--- src/rtl/motor_sched_pkg.sv ---
// motor_sched_pkg: shared definitions for the stepper-motor move scheduler.
//   - sched_state_e : scheduler FSM encoding (idle, motor running, idle gap)
//   - Def*          : default timing constants used as parameter defaults
//   - max_u         : elaboration-time helper for sizing the shared run/gap counter
package motor_sched_pkg;

    typedef enum logic [1:0] {
        StIdle = 2'd0,
        StRun  = 2'd1,
        StGap  = 2'd2
    } sched_state_e;

    localparam int unsigned DefNReq       = 2;
    localparam int unsigned DefQualCycles = 5;
    localparam int unsigned DefRunCycles  = 20000000;
    localparam int unsigned DefGapCycles  = 1000000;
    localparam int unsigned DefPendW      = 2;

    function automatic int unsigned max_u(input int unsigned a, input int unsigned b);
        return (a > b) ? a : b;
    endfunction

endpackage

--- src/rtl/req_qualifier.sv ---
// req_qualifier: held-high filter for one requester strobe line.
//   CLK    : system clock
//   RST    : synchronous active-high reset
//   STB    : raw level-sensitive strobe
//   ACCEPT : one-cycle pulse on the QUAL_CYCLES-th consecutive high cycle of a press
// The count saturates at QUAL_CYCLES while the strobe stays high, so a held
// button yields exactly one accept; any low cycle restarts the count.
module req_qualifier
    import motor_sched_pkg::*;
#(
    parameter int unsigned QUAL_CYCLES = DefQualCycles
) (
    input  logic CLK,
    input  logic RST,
    input  logic STB,
    output logic ACCEPT
);

    localparam int unsigned QW = $clog2(QUAL_CYCLES + 1);
    localparam logic [QW-1:0] QualMax  = QW'(QUAL_CYCLES);
    localparam logic [QW-1:0] QualLast = QW'(QUAL_CYCLES - 1);

    logic [QW-1:0] cnt_q, cnt_d;

    always_comb begin
        cnt_d = cnt_q;
        if (!STB) begin
            cnt_d = '0;
        end else if (cnt_q != QualMax) begin
            cnt_d = cnt_q + 1'b1;
        end
    end

    // Fires in the cycle whose closing edge brings the count to QUAL_CYCLES,
    // letting the arbiter grant on that same edge.
    assign ACCEPT = STB && (cnt_q == QualLast);

    always_ff @(posedge CLK) begin
        if (RST) begin
            cnt_q <= '0;
        end else begin
            cnt_q <= cnt_d;
        end
    end

endmodule

--- src/rtl/motor_move_scheduler.sv ---
// motor_move_scheduler: queues qualified move requests and drives the motor
// driver's single mover enable with fixed-length runs, round-robin between
// requesters, with an idle gap after every run.
//   CLK      : system clock
//   RST      : synchronous active-high reset (drops MOVER immediately, clears queue)
//   STB      : raw request strobes, one per requester
//   ENABLE   : gates the start of new runs only
//   MOVER    : high for exactly RUN_CYCLES per granted run
//   BUSY     : high while running or in the post-run gap
//   GRANT    : one-hot owner of the current or last run
//   DONE     : one-cycle pulse on the first cycle after a run
//   OVF      : one-cycle pulse when a press is dropped on a saturated pending count
//   PEND_ANY : any requester has queued runs
module motor_move_scheduler
    import motor_sched_pkg::*;
#(
    parameter int unsigned N_REQ       = DefNReq,
    parameter int unsigned QUAL_CYCLES = DefQualCycles,
    parameter int unsigned RUN_CYCLES  = DefRunCycles,
    parameter int unsigned GAP_CYCLES  = DefGapCycles,
    parameter int unsigned PEND_W      = DefPendW
) (
    input  logic             CLK,
    input  logic             RST,
    input  logic [N_REQ-1:0] STB,
    input  logic             ENABLE,
    output logic             MOVER,
    output logic             BUSY,
    output logic [N_REQ-1:0] GRANT,
    output logic             DONE,
    output logic             OVF,
    output logic             PEND_ANY
);

    localparam int unsigned PW         = (N_REQ > 1) ? $clog2(N_REQ) : 1;
    localparam int unsigned CntW       = $clog2(max_u(RUN_CYCLES, GAP_CYCLES) + 1);
    localparam int unsigned GapLastInt = (GAP_CYCLES > 0) ? GAP_CYCLES - 1 : 0;

    localparam logic [CntW-1:0]   RunLast = CntW'(RUN_CYCLES - 1);
    localparam logic [CntW-1:0]   GapLast = CntW'(GapLastInt);
    localparam logic [PEND_W-1:0] PendMax = '1;
    localparam logic [PW-1:0]     LastIdx = PW'(N_REQ - 1);

    sched_state_e state_q, state_d;

    logic [CntW-1:0]              cnt_q, cnt_d;
    logic [PW-1:0]                ptr_q, ptr_d;
    logic [N_REQ-1:0]             grant_q, grant_d;
    logic [N_REQ-1:0][PEND_W-1:0] pend_q, pend_d;
    logic                         done_q, done_d;
    logic                         ovf_q, ovf_d;

    logic [N_REQ-1:0] accept;
    logic [N_REQ-1:0] req;
    logic [N_REQ-1:0] win_onehot;
    logic [N_REQ-1:0] win_hit;
    logic [PW-1:0]    win_idx;
    logic             win_found;
    logic             grant_fire;
    int unsigned      cand;

    for (genvar gi = 0; gi < N_REQ; gi++) begin : g_qual
        req_qualifier #(
            .QUAL_CYCLES (QUAL_CYCLES)
        ) u_qual (
            .CLK    (CLK),
            .RST    (RST),
            .STB    (STB[gi]),
            .ACCEPT (accept[gi])
        );
    end

    // A same-cycle accept counts as a request so an idle scheduler starts the
    // run on the accept edge without first parking it in the pending count.
    always_comb begin
        for (int i = 0; i < N_REQ; i++) begin
            req[i] = (pend_q[i] != '0) || accept[i];
        end
    end

    // Round-robin search starting at the pointer, wrapping past N_REQ-1.
    always_comb begin
        win_found = 1'b0;
        win_idx   = '0;
        cand      = 0;
        for (int k = 0; k < N_REQ; k++) begin
            cand = 32'(ptr_q) + 32'(k);
            if (cand >= N_REQ) begin
                cand = cand - N_REQ;
            end
            if (!win_found && req[PW'(cand)]) begin
                win_found = 1'b1;
                win_idx   = PW'(cand);
            end
        end
    end

    assign win_onehot = N_REQ'(1) << win_idx;
    assign grant_fire = (state_q == StIdle) && ENABLE && win_found;
    assign win_hit    = grant_fire ? win_onehot : '0;

    always_comb begin
        ptr_d   = ptr_q;
        grant_d = grant_q;
        if (grant_fire) begin
            ptr_d   = (win_idx == LastIdx) ? '0 : win_idx + 1'b1;
            grant_d = win_onehot;
        end
    end

    // Accept and grant on the same requester cancel, so no overflow is
    // possible in that case even when the count is saturated.
    always_comb begin
        pend_d = pend_q;
        ovf_d  = 1'b0;
        for (int i = 0; i < N_REQ; i++) begin
            if (accept[i] && !win_hit[i]) begin
                if (pend_q[i] == PendMax) begin
                    ovf_d = 1'b1;
                end else begin
                    pend_d[i] = pend_q[i] + 1'b1;
                end
            end else if (win_hit[i] && !accept[i]) begin
                pend_d[i] = pend_q[i] - 1'b1;
            end
        end
    end

    always_comb begin
        state_d = state_q;
        cnt_d   = cnt_q;
        done_d  = 1'b0;
        unique case (state_q)
            StIdle: begin
                if (grant_fire) begin
                    state_d = StRun;
                    cnt_d   = '0;
                end
            end
            StRun: begin
                if (cnt_q == RunLast) begin
                    done_d  = 1'b1;
                    cnt_d   = '0;
                    state_d = (GAP_CYCLES == 0) ? StIdle : StGap;
                end else begin
                    cnt_d = cnt_q + 1'b1;
                end
            end
            StGap: begin
                if (cnt_q == GapLast) begin
                    state_d = StIdle;
                    cnt_d   = '0;
                end else begin
                    cnt_d = cnt_q + 1'b1;
                end
            end
            default: begin
                state_d = StIdle;
                cnt_d   = '0;
            end
        endcase
    end

    always_ff @(posedge CLK) begin
        if (RST) begin
            state_q <= StIdle;
            cnt_q   <= '0;
            ptr_q   <= '0;
            grant_q <= '0;
            pend_q  <= '0;
            done_q  <= 1'b0;
            ovf_q   <= 1'b0;
        end else begin
            state_q <= state_d;
            cnt_q   <= cnt_d;
            ptr_q   <= ptr_d;
            grant_q <= grant_d;
            pend_q  <= pend_d;
            done_q  <= done_d;
            ovf_q   <= ovf_d;
        end
    end

    assign MOVER    = (state_q == StRun);
    assign BUSY     = (state_q == StRun) || (state_q == StGap);
    assign GRANT    = grant_q;
    assign DONE     = done_q;
    assign OVF      = ovf_q;
    assign PEND_ANY = |pend_q;

endmodule

--- config.mk ---
export PLATFORM = sky130hd
export DESIGN_NAME = motor_move_scheduler
export DESIGN_NICKNAME = d
export VERILOG_FILES = /design/src/rtl/motor_sched_pkg.sv /design/src/rtl/req_qualifier.sv /design/src/rtl/motor_move_scheduler.sv
export SDC_FILE = /design/constraint.sdc
export NUM_CORES = 1
export LEC_CHECK = 0
export ABC_AREA = 1
export CELL_PAD_IN_SITES_DETAIL_PLACEMENT = 0
export CELL_PAD_IN_SITES_GLOBAL_PLACEMENT = 2
export CORE_MARGIN = 3
export CORE_UTILIZATION = 37
export CTS_BUF_LIST = sky130_fd_sc_hd__clkbuf_2
export DETAILED_ROUTE_END_ITERATION = 8
export PLACE_DENSITY_LB_ADDON = 0.1
export SKIP_CTS_REPAIR_TIMING = 1
export SYNTH_ARGS = -nofsm -noshare
export SYNTH_HDL_FRONTEND = slang
export SYNTH_SLANG_ARGS = --single-unit
export TNS_END_PERCENT = 20
--- constraint.sdc ---
create_clock -name CLK -period 4 [get_ports CLK]
set_clock_uncertainty 0.05 [all_clocks]
set_input_delay 0.4 -clock CLK [delete_from_list [all_inputs] [get_ports CLK]]
set_output_delay 0.4 -clock CLK [all_outputs]
set_load 0.01 [all_outputs]
==> results of run 1 <==
==> through the flow <==
stage	cell area [um^2]	setup slack (ps)	total power, W
6_report	2630	1750	0.00103
3_5_place_dp	2570	1590	0.000793
4_1_cts	2630	1700	0.00105
3_3_place_gp	2570	1610	0.000797
5_1_grt	2630	1500	0.00112
2_1_floorplan	2410	2350	0.000727
==> metal layers <==
metal / vias to the layer above / part of all wire (%)
li1: 1170 / -
met1: 964 / 51
met2: 14 / 46
met3: 6 / 1.6
met4: 0 / 1.1
met5: - / 0
==> power by group through the flow <==
stage                     combinational (W)  clock [W]  sequential (W)
after floorplan                    0.000283          0        0.000444
after global routing               0.000397   0.000279        0.000441
after global placement             0.000352          0        0.000445
after detailed placement           0.000347          0        0.000446
final                              0.000341   0.000249        0.000437
after CTS                          0.000349   0.000262        0.000438
==> flip-flops by register name, indices dropped and copies added (netlist names) <==
signal               count
cnt_q                   25
state_q                  2
g_qual.u_qual.cnt_q      6
OVF                      1
DONE                     1
pend_q                   4
GRANT                    2
==> layout make-up <==
cell class / count / area, um^2
Clock buffer: 5 / 25.0
Clock inverter: 3 / 41.3
Fill cell: 681 / 3500
Inverter: 50 / 188
Multi-Input combinational cell: 267 / 1360
Sequential cell: 41 / 821
Tap cell: 75 / 93.8
Timing Repair Buffer: 11 / 110
==> how the worst min path moves through the flow <==
stage / start / endpoint / slack, ps / cells after the start
4_1_cts: pend_q[1]$_SDFFE_PP0P_ / OVF$_SDFF_PP0_ / 460 / 2
3_5_place_dp: pend_q[3]$_SDFFE_PP0P_ / pend_q[3]$_SDFFE_PP0P_ / 440 / 2
2_1_floorplan: pend_q[3]$_SDFFE_PP0P_ / pend_q[3]$_SDFFE_PP0P_ / 410 / 2
3_3_place_gp: pend_q[3]$_SDFFE_PP0P_ / pend_q[3]$_SDFFE_PP0P_ / 440 / 2
6_report: pend_q[1]$_SDFFE_PP0P_ / OVF$_SDFF_PP0_ / 450 / 2
5_1_grt: g_qual[0].u_qual.cnt_q[0]$_SDFFE_PP0P_ / g_qual[0].u_qual.cnt_q[0]$_SDFFE_PP0P_ / 480 / 2
==> layout by cell type, fill, tap and decap left out <==
master	Yosys	final
nand3b_1	1	1
nand2_2	4	4
inv_1	49	49
xor2_1	12	12
nand3_1	24	24
o21bai_2	1	1
dfxtp_1	41	41
nand2_4	1	1
bufinv_16	0	1
xnor2_1	2	2
nor2_4	1	1
clkinvlp_4	0	1
nor4_1	1	1
nand2_8	1	1
nor2_2	3	3
o21ai_1	4	4
o21ai_0	11	11
nand3_2	2	2
nand2_1	88	88
nor3_1	11	11
a21oi_1	15	15
nor3_2	1	1
clkdlybuf4s50_1	0	11
a211oi_1	1	1
nand4_1	8	8
ha_1	11	11
clkinv_1	1	2
clkbuf_2	0	5
nor2_1	64	64
==> critical path, delay by kind of cell (launching register included) <==
kind	cells	cell delay (ps)
fa+ha+maj	1	380
flops	1	380
buf+inv	2	650
==> logic make-up (layout without fill, tap and decap cells) <==
kind of cell | Yosys count | count (layout) | synth area share [%]
AND/OR/NAND/NOR | 210 | 210 | 38.4
buffers and inverters | 55 | 69 | 9.85
flip-flops | 41 | 41 | 34.0
AO/OA/AOI/OAI | 32 | 32 | 7.00
XOR/XNOR | 14 | 14 | 5.08
adder cells (fa/ha/maj) | 11 | 11 | 5.70
==> results.toml, run 1 <==
[outcome]
status = "finished clean"

[grt]
grt.total_usage_pct = 16.2
grt_max_degree = 27
grt_util_met3_pct = 2.85
grt_pass1_vias = 2076
antenna_found_initial = 0
grt_busiest_layer = "met2"
met1_usage_pct = 21.2
grt_pass1_wl_mm = 9.59
grt_use_met2_pct = 27.3
grt_remaining_overflow = 0

[worst_setup_path]
end_kind = "output port"
worstPathMaxFanout = 4
critPathCapture = "BUSY"
arrival_ps = 1800
r2r-end = "cnt_q[22]$_SDFFE_PP0P_"
path_class = "reg -> out"
r2r_slack_ps = 1860
crit_chain = "inv_1 -> ha_1 -> clkdlybuf4s50_1"
crit_path_start_kind = "flip-flop"
r2r_start = "state_q[0]$_SDFFE_PP0P_"
max_stage_delay_ps = 560
worstPathRequired_ps = 3550
crit_path_start = "state_q[0]$_SDFFE_PP0P_"
crit_slowest_cell = "clkdlybuf4s50_1"
r2r_cells = 11

[flow_run]
drv_cap = 0

[cts]
cts_tree = "yes"
cts_buffers = 5
cts_max_path_buffers = 2
cts-root-buf = "clkbuf_2"
cts_sinks = 41
htree_num_levels = 2
clock_latency_ps = 410
path_clk_slew_ps = 230

[synthesis]
yosysWarnings = 0
synthTopCellsByCount = "nand2_1, nor2_1, inv_1"
synth-seq-cells = 41
syn-num-nets = 379
yosysTopAreaCellShare_pct = 34.0
yosys.cell_types.count = 29
synthArstFlopShare_pct = 0
avgSynthCellArea_um2 = 6.65
synthesis.instances = 363
synth.most_common_cell = "nand2_1"
yosys.area.top_type = "dfxtp_1"
ys_top_cells_by_area = "dfxtp_1, nand2_1, nor2_1, inv_1, ha_1"
synth_edf_count = 0
ys.flop_type = "dfxtp_1"
synth_area_um2 = 2410
ys_seq_area_share_pct = 34.0

[die]
die_w_um = 86.8
core-area_um2 = 6130
die_h_um = 86.8
start_util_pct = 39.4
row_count = 28
dieArea_um2 = 7530
ios = 12

[detailed_routing]
drc = 0
drt_iter0_markers = 96
final_antenna_net_count = 0
vias = 2154
wl_per_cell_um = 12.2
viasPerCell = 4.77
firstDrtPassIters = 4
finalWirelength_mm = 5.52

[placed_design]
place.gp.congestion = 0.824
place.port_buffers = 11
dp.cells = 444
dp_hpwl_mm = 4.09

[sta]
report.final.slew_viol_count = 0
post-route-period-util_pct = 56.4
relSlewSlack_pct = 62.2
finalHoldViolations = 0
fin_setup_tns_ps = 0
tightest_slew_ps = 565
holdWs_ps = 450
setup_violations = 0
period_minus_slack_ps = 2250
grt_setup_unrepaired = "no"
fmax_ghz = 0.443

[finish]
synthToLayoutAreaGrowth_pct = 9.12
drive_above_1_share_pct = 5.57
nets = 392
final_util_pct = 43.0
antenna_cells = 0
final_cells = 452

[power]
irDropWorstVdd_v = 0.000177
p_int_w = 0.000633
power_switching_w = 0.000395
power.density_nw_per_um2 = 390
switching_share_pct = 38.4
pwr-share-comb_pct = 33.2
p_clk_share_pct = 24.2
seq_power_share_pct = 42.6
p_leak_nw = 1.03

[worst_hold_path]
worstHoldPathType = "reg -> reg"
Power figures use the tool's default switching activity.
==> run 2: changes to the inputs <==
Settings changed: CORE_UTILIZATION 37 to 31.
Clock period 4 ns to 1.95 ns, I/O delays scaled along.
==> run 2 against run 1 <==
Net effect: sequential share of layout area fell by 2.9 points; core utilization shrank 3.5 points; register-to-register slack lost 1700 ps; critical endpoint is now cnt_q[0]$_SDFFE_PP0P_.
==> results.toml, run 2 (synthesis gave the netlist of run 1 again) <==
[sta]
report.final.slew_viol_count = 0
worst_slack_ps = 136
period_minus_slack_ps = 1810
grt_setup_unrepaired = "yes"
finalHoldViolations = 0
post-route-period-util_pct = 93.0
setup_violations = 0
tightest_slew_ps = 374
holdWs_ps = 344
fmax_ghz = 0.551
relSlewSlack_pct = 74.9

[finish]
largest_reg_flops = 25
nFillCells = 825
layout_common_cells = "nand2_1, nor2_1, inv_1"
reg_top3 = "cnt_q x25, g_qual.u_qual.cnt_q x6, pend_q x4"
layout_commonest_cell = "nand2_1"
drive_above_1_share_pct = 14.9
final_cells = 503
antenna_cells = 0
max_flop_register = "cnt_q"
nets = 419
synthToLayoutAreaGrowth_pct = 21.3

[flow_run]
drv_cap = 0

[placed_design]
pre_cts_slack_ps = 8.06
dp_hpwl_mm = 4.93
dp.cells = 490
place.gp.congestion = 0.795
place.port_buffers = 11

[detailed_routing]
wl_per_cell_um = 12.8
final_antenna_net_count = 0
drc = 0
viasPerCell = 4.52
firstDrtPassIters = 4
drt_iter0_markers = 60
vias = 2273
finalWirelength_mm = 6.44

[worst_setup_path]
path_class = "reg -> reg"
worstPathMaxFanout = 12
end_kind = "flip-flop"
arrival_ps = 2100
worstPathRequired_ps = 2240
r2r_slack_ps = 140
crit_path_start_kind = "flip-flop"

[die]
row_count = 31
start_util_pct = 32.6
core-area_um2 = 7410
die_h_um = 94.2
dieArea_um2 = 8880
ios = 12
die_w_um = 94.2

[power]
switching_share_pct = 38.5
p_int_w = 0.00146
power_switching_w = 0.000915
seq_power_share_pct = 37.7
pwr-share-comb_pct = 40.7
p_clk_share_pct = 21.6
power.density_nw_per_um2 = 813
irDropWorstVdd_v = 0.000395
p_leak_nw = 1.21

[cts]
cts_sinks = 41
htree_num_levels = 2
cts_buffers = 5
clock_latency_ps = 400
cts_tree = "yes"
path_clk_slew_ps = 210
cts_max_path_buffers = 2
cts-root-buf = "clkbuf_2"

[grt]
grt_pass1_vias = 2133
antenna_found_initial = 0
grt_remaining_overflow = 0
grt_pass1_wl_mm = 10.2
grt_max_degree = 19
grt.total_usage_pct = 14.9

[worst_hold_path]
worstHoldPathType = "in -> reg"

[outcome]
status = "finished clean"
[run 2: cell types whose count changed in the layout (fill, tap and decap cells not counted), moves of 2 or more]
cell and change:
nand2_2 +3, nand2_1 -4, clkdlybuf4s50_1 -2, dfxtp_1 -6, dlymetal6s2s_1 +2, dfxtp_2 +6, buf_4 +25, nor2_1 -2
nand2_8 +2
[run 2: per-stage QoR]
step | instance area, um^2 | power [W] | utilization [%] | TNS [ps]
6_report | 2930 | 0.00238 | 39.5 | 0
5_1_grt | 2930 | 0.00256 | 39.5 | -74.0
4_1_cts | 2830 | 0.00230 | 38.2 | -150
3_5_place_dp | 2760 | 0.00177 | 37.3 | 0
3_3_place_gp | 2760 | 0.00176 | 37.3 | 0
2_1_floorplan | 2410 | 0.00149 | - | 0
[run 2: worst paths after layout]
| path | start | endpoint | cells after the start |
|---|---|---|---|
| worst max-delay path | g_qual[1].u_qual.cnt_q[1]$_SDFFE_PP0P_ | cnt_q[0]$_SDFFE_PP0P_ | 10 |
| worst min-delay path | STB[1] | g_qual[1].u_qual.cnt_q[2]$_SDFFE_PP0P_ | 3 |
| worst max register to register | g_qual[1].u_qual.cnt_q[1]$_SDFFE_PP0P_ | cnt_q[0]$_SDFFE_PP0P_ | 10 |
| worst min register to register | pend_q[3]$_SDFFE_PP0P_ | pend_q[3]$_SDFFE_PP0P_ | 2 |
[run 2: power by group through the flow]
stage	Combinational, W	Clock, W	Sequential [W]
3_5_place_dp	0.000858	0	0.000910
3_3_place_gp	0.000851	0	0.000910
2_1_floorplan	0.000581	0	0.000910
4_1_cts	0.000861	0.000544	0.000894
5_1_grt	0.00108	0.000574	0.000903
6_report	0.000968	0.000513	0.000897
[run 2: cell type report]
class                   instances  area [um^2]  area share, %
multi-input cells             269         1420           48.5
clock inverters                 2         33.8           1.15
well taps                      99          124           4.23
repair buffers                 36          303           10.3
flip-flops and latches         41          828           28.3
inverters                      50          188           6.41
clock buffers                   6         30.0           1.03
[run 2: critical path, stage by stage (launching register included)]
cell and delay (ps):
dfxtp_2 390, inv_1 50, ha_1 190, nand3_2 80, nand2_1 100, o21bai_2 220
nand2_4 150, buf_4 200, nand2_8 130, nand2_8 100, nor2_1 110
[run 2: routing by layer]
| metal | up-vias | wire length, um | global-route usage, % |
|---|---|---|---|
| li1 | 1220 | - | - |
| met1 | 1032 | 2930 | 18.0 |
| met2 | 19 | 3340 | 26.7 |
| met3 | 2 | 138 | 2.72 |
| met4 | 0 | 37 | 3.97 |
| met5 | - | 0 | 0 |
==> run 3: changes to the inputs <==
Settings changed: PLACE_DENSITY set to 0.81, PLACE_DENSITY_LB_ADDON 0.1 to not set.
==> run 3 against run 2 <==
Net effect: combinational power is 7% higher; fmax is 3.8% lower; sequential power is 0.9% higher; flip-flop and latch count stayed put; first-iteration DRC count is 40% higher; final cell count is 1.4% lower; critical path type is now reg -> out; largest cell class unchanged; highest routed layer unchanged.
==> results.toml, run 3 (synthesis gave the netlist of run 1 again) <==
[finish]
largest_reg_flops = 25
synthToLayoutAreaGrowth_pct = 19.8
layout_common_cells = "nand2_1, nor2_1, inv_1"
nFillCells = 812
max_flop_register = "cnt_q"
antenna_cells = 0
multiInputGateArea_um2 = 1470
design_area_um2 = 2890
layout_commonest_cell = "nand2_1"
drive_above_1_share_pct = 15.4
nets = 412
register_area_um2 = 830
reg_top3 = "cnt_q x25, g_qual.u_qual.cnt_q x6, pend_q x4"

[detailed_routing]
drc = 0
viasPerCell = 4.62
firstDrtPassIters = 4
finalWirelength_mm = 6.15
wl_per_cell_um = 12.4
final_antenna_net_count = 0
drt_iter0_markers = 84
vias = 2293

[grt]
grt_pass1_vias = 2238
antenna_found_initial = 0
grt_remaining_overflow = 0
grt_max_degree = 19
grt_pass1_wl_mm = 10.2
grt.total_usage_pct = 14.6

[die]
start_util_pct = 32.6
ios = 12
core-area_um2 = 7410
die_h_um = 94.2
die_w_um = 94.2
dieArea_um2 = 8880
row_count = 31

[cts]
cts_buffers = 5
path_clk_slew_ps = 250
clock_latency_ps = 430
htree_num_levels = 2
cts_tree = "yes"
cts_sinks = 41
cts-root-buf = "clkbuf_2"
cts_max_path_buffers = 2

[sta]
finalHoldViolations = 0
post-route-period-util_pct = 96.7
relSlewSlack_pct = 77.2
report.final.slew_viol_count = 0
fmax_ghz = 0.530
period_minus_slack_ps = 1890
tightest_slew_ps = 341
setup_violations = 0
holdWs_ps = 316
grt_setup_unrepaired = "yes"
worst_slack_ps = 64.6

[worst_setup_path]
path_class = "reg -> out"
arrival_ps = 1640
worstPathRequired_ps = 1700
crit_path_start_kind = "flip-flop"
end_kind = "output port"
r2r_slack_ps = 100
worstPathMaxFanout = 4

[power]
p_leak_nw = 1.14
irDropWorstVdd_v = 0.000335
power.density_nw_per_um2 = 809

[placed_design]
dp_hpwl_mm = 4.58
placed_area_um2 = 2700
place.port_buffers = 11
pre_cts_slack_ps = 38.3
place.gp.congestion = 0.820

[flow_run]
drv_cap = 0

[outcome]
status = "finished clean"

[worst_hold_path]
worstHoldPathType = "in -> reg"
[run 3: layer usage]
layer	vias to the layer above	global-route usage [%]	share of wire, %
met5	-	0	0
met4	0	5.29	1.9
met3	9	2.72	3.1
met2	37	24.8	48
met1	1039	18.2	46
li1	1208	-	-
[run 3: worst max-delay path, cell delays in order (launching register included)]
cell and delay (ps):
dfxtp_2 380, inv_2 90, ha_2 200, clkdlybuf4s50_1 540
[run 3: power breakdown]
part           leakage, nW  internal (W)  switching (W)  total, W
clock               0.0287     0.0000836       0.000311  0.000394
combinational        0.778      0.000400       0.000641   0.00104
sequential           0.334      0.000882      0.0000232  0.000905
[run 3: final timing paths]
kind / startpoint / end / cells past startpoint
worst min register to register: g_qual[0].u_qual.cnt_q[0]$_SDFFE_PP0P_ / g_qual[0].u_qual.cnt_q[0]$_SDFFE_PP0P_ / 2
worst min-delay path: STB[1] / g_qual[1].u_qual.cnt_q[2]$_SDFFE_PP0P_ / 3
worst max register to register: cnt_q[0]$_SDFFE_PP0P_ / cnt_q[21]$_SDFFE_PP0P_ / 12
worst max-delay path: state_q[1]$_SDFFE_PP0P_ / MOVER / 3
[run 3: layout make-up]
class | count | area share, %
clock inverters | 3 | 0.606
flip-flops and latches | 41 | 28.7
inverters | 50 | 6.49
clock buffers | 5 | 0.865
well taps | 99 | 4.28
multi-input cells | 270 | 50.8
repair buffers | 28 | 8.31
[run 3: per-stage QoR]
stage	utilization (%)	setup TNS, ps	power, W	std cells
2_1_floorplan	-	0	0.00149	363
3_3_place_gp	36.5	0	0.00173	482
5_1_grt	39.0	-228	0.00249	496
3_5_place_dp	36.5	0	0.00173	482
4_1_cts	37.1	-188	0.00214	490
6_report	39.0	0	0.00234	496
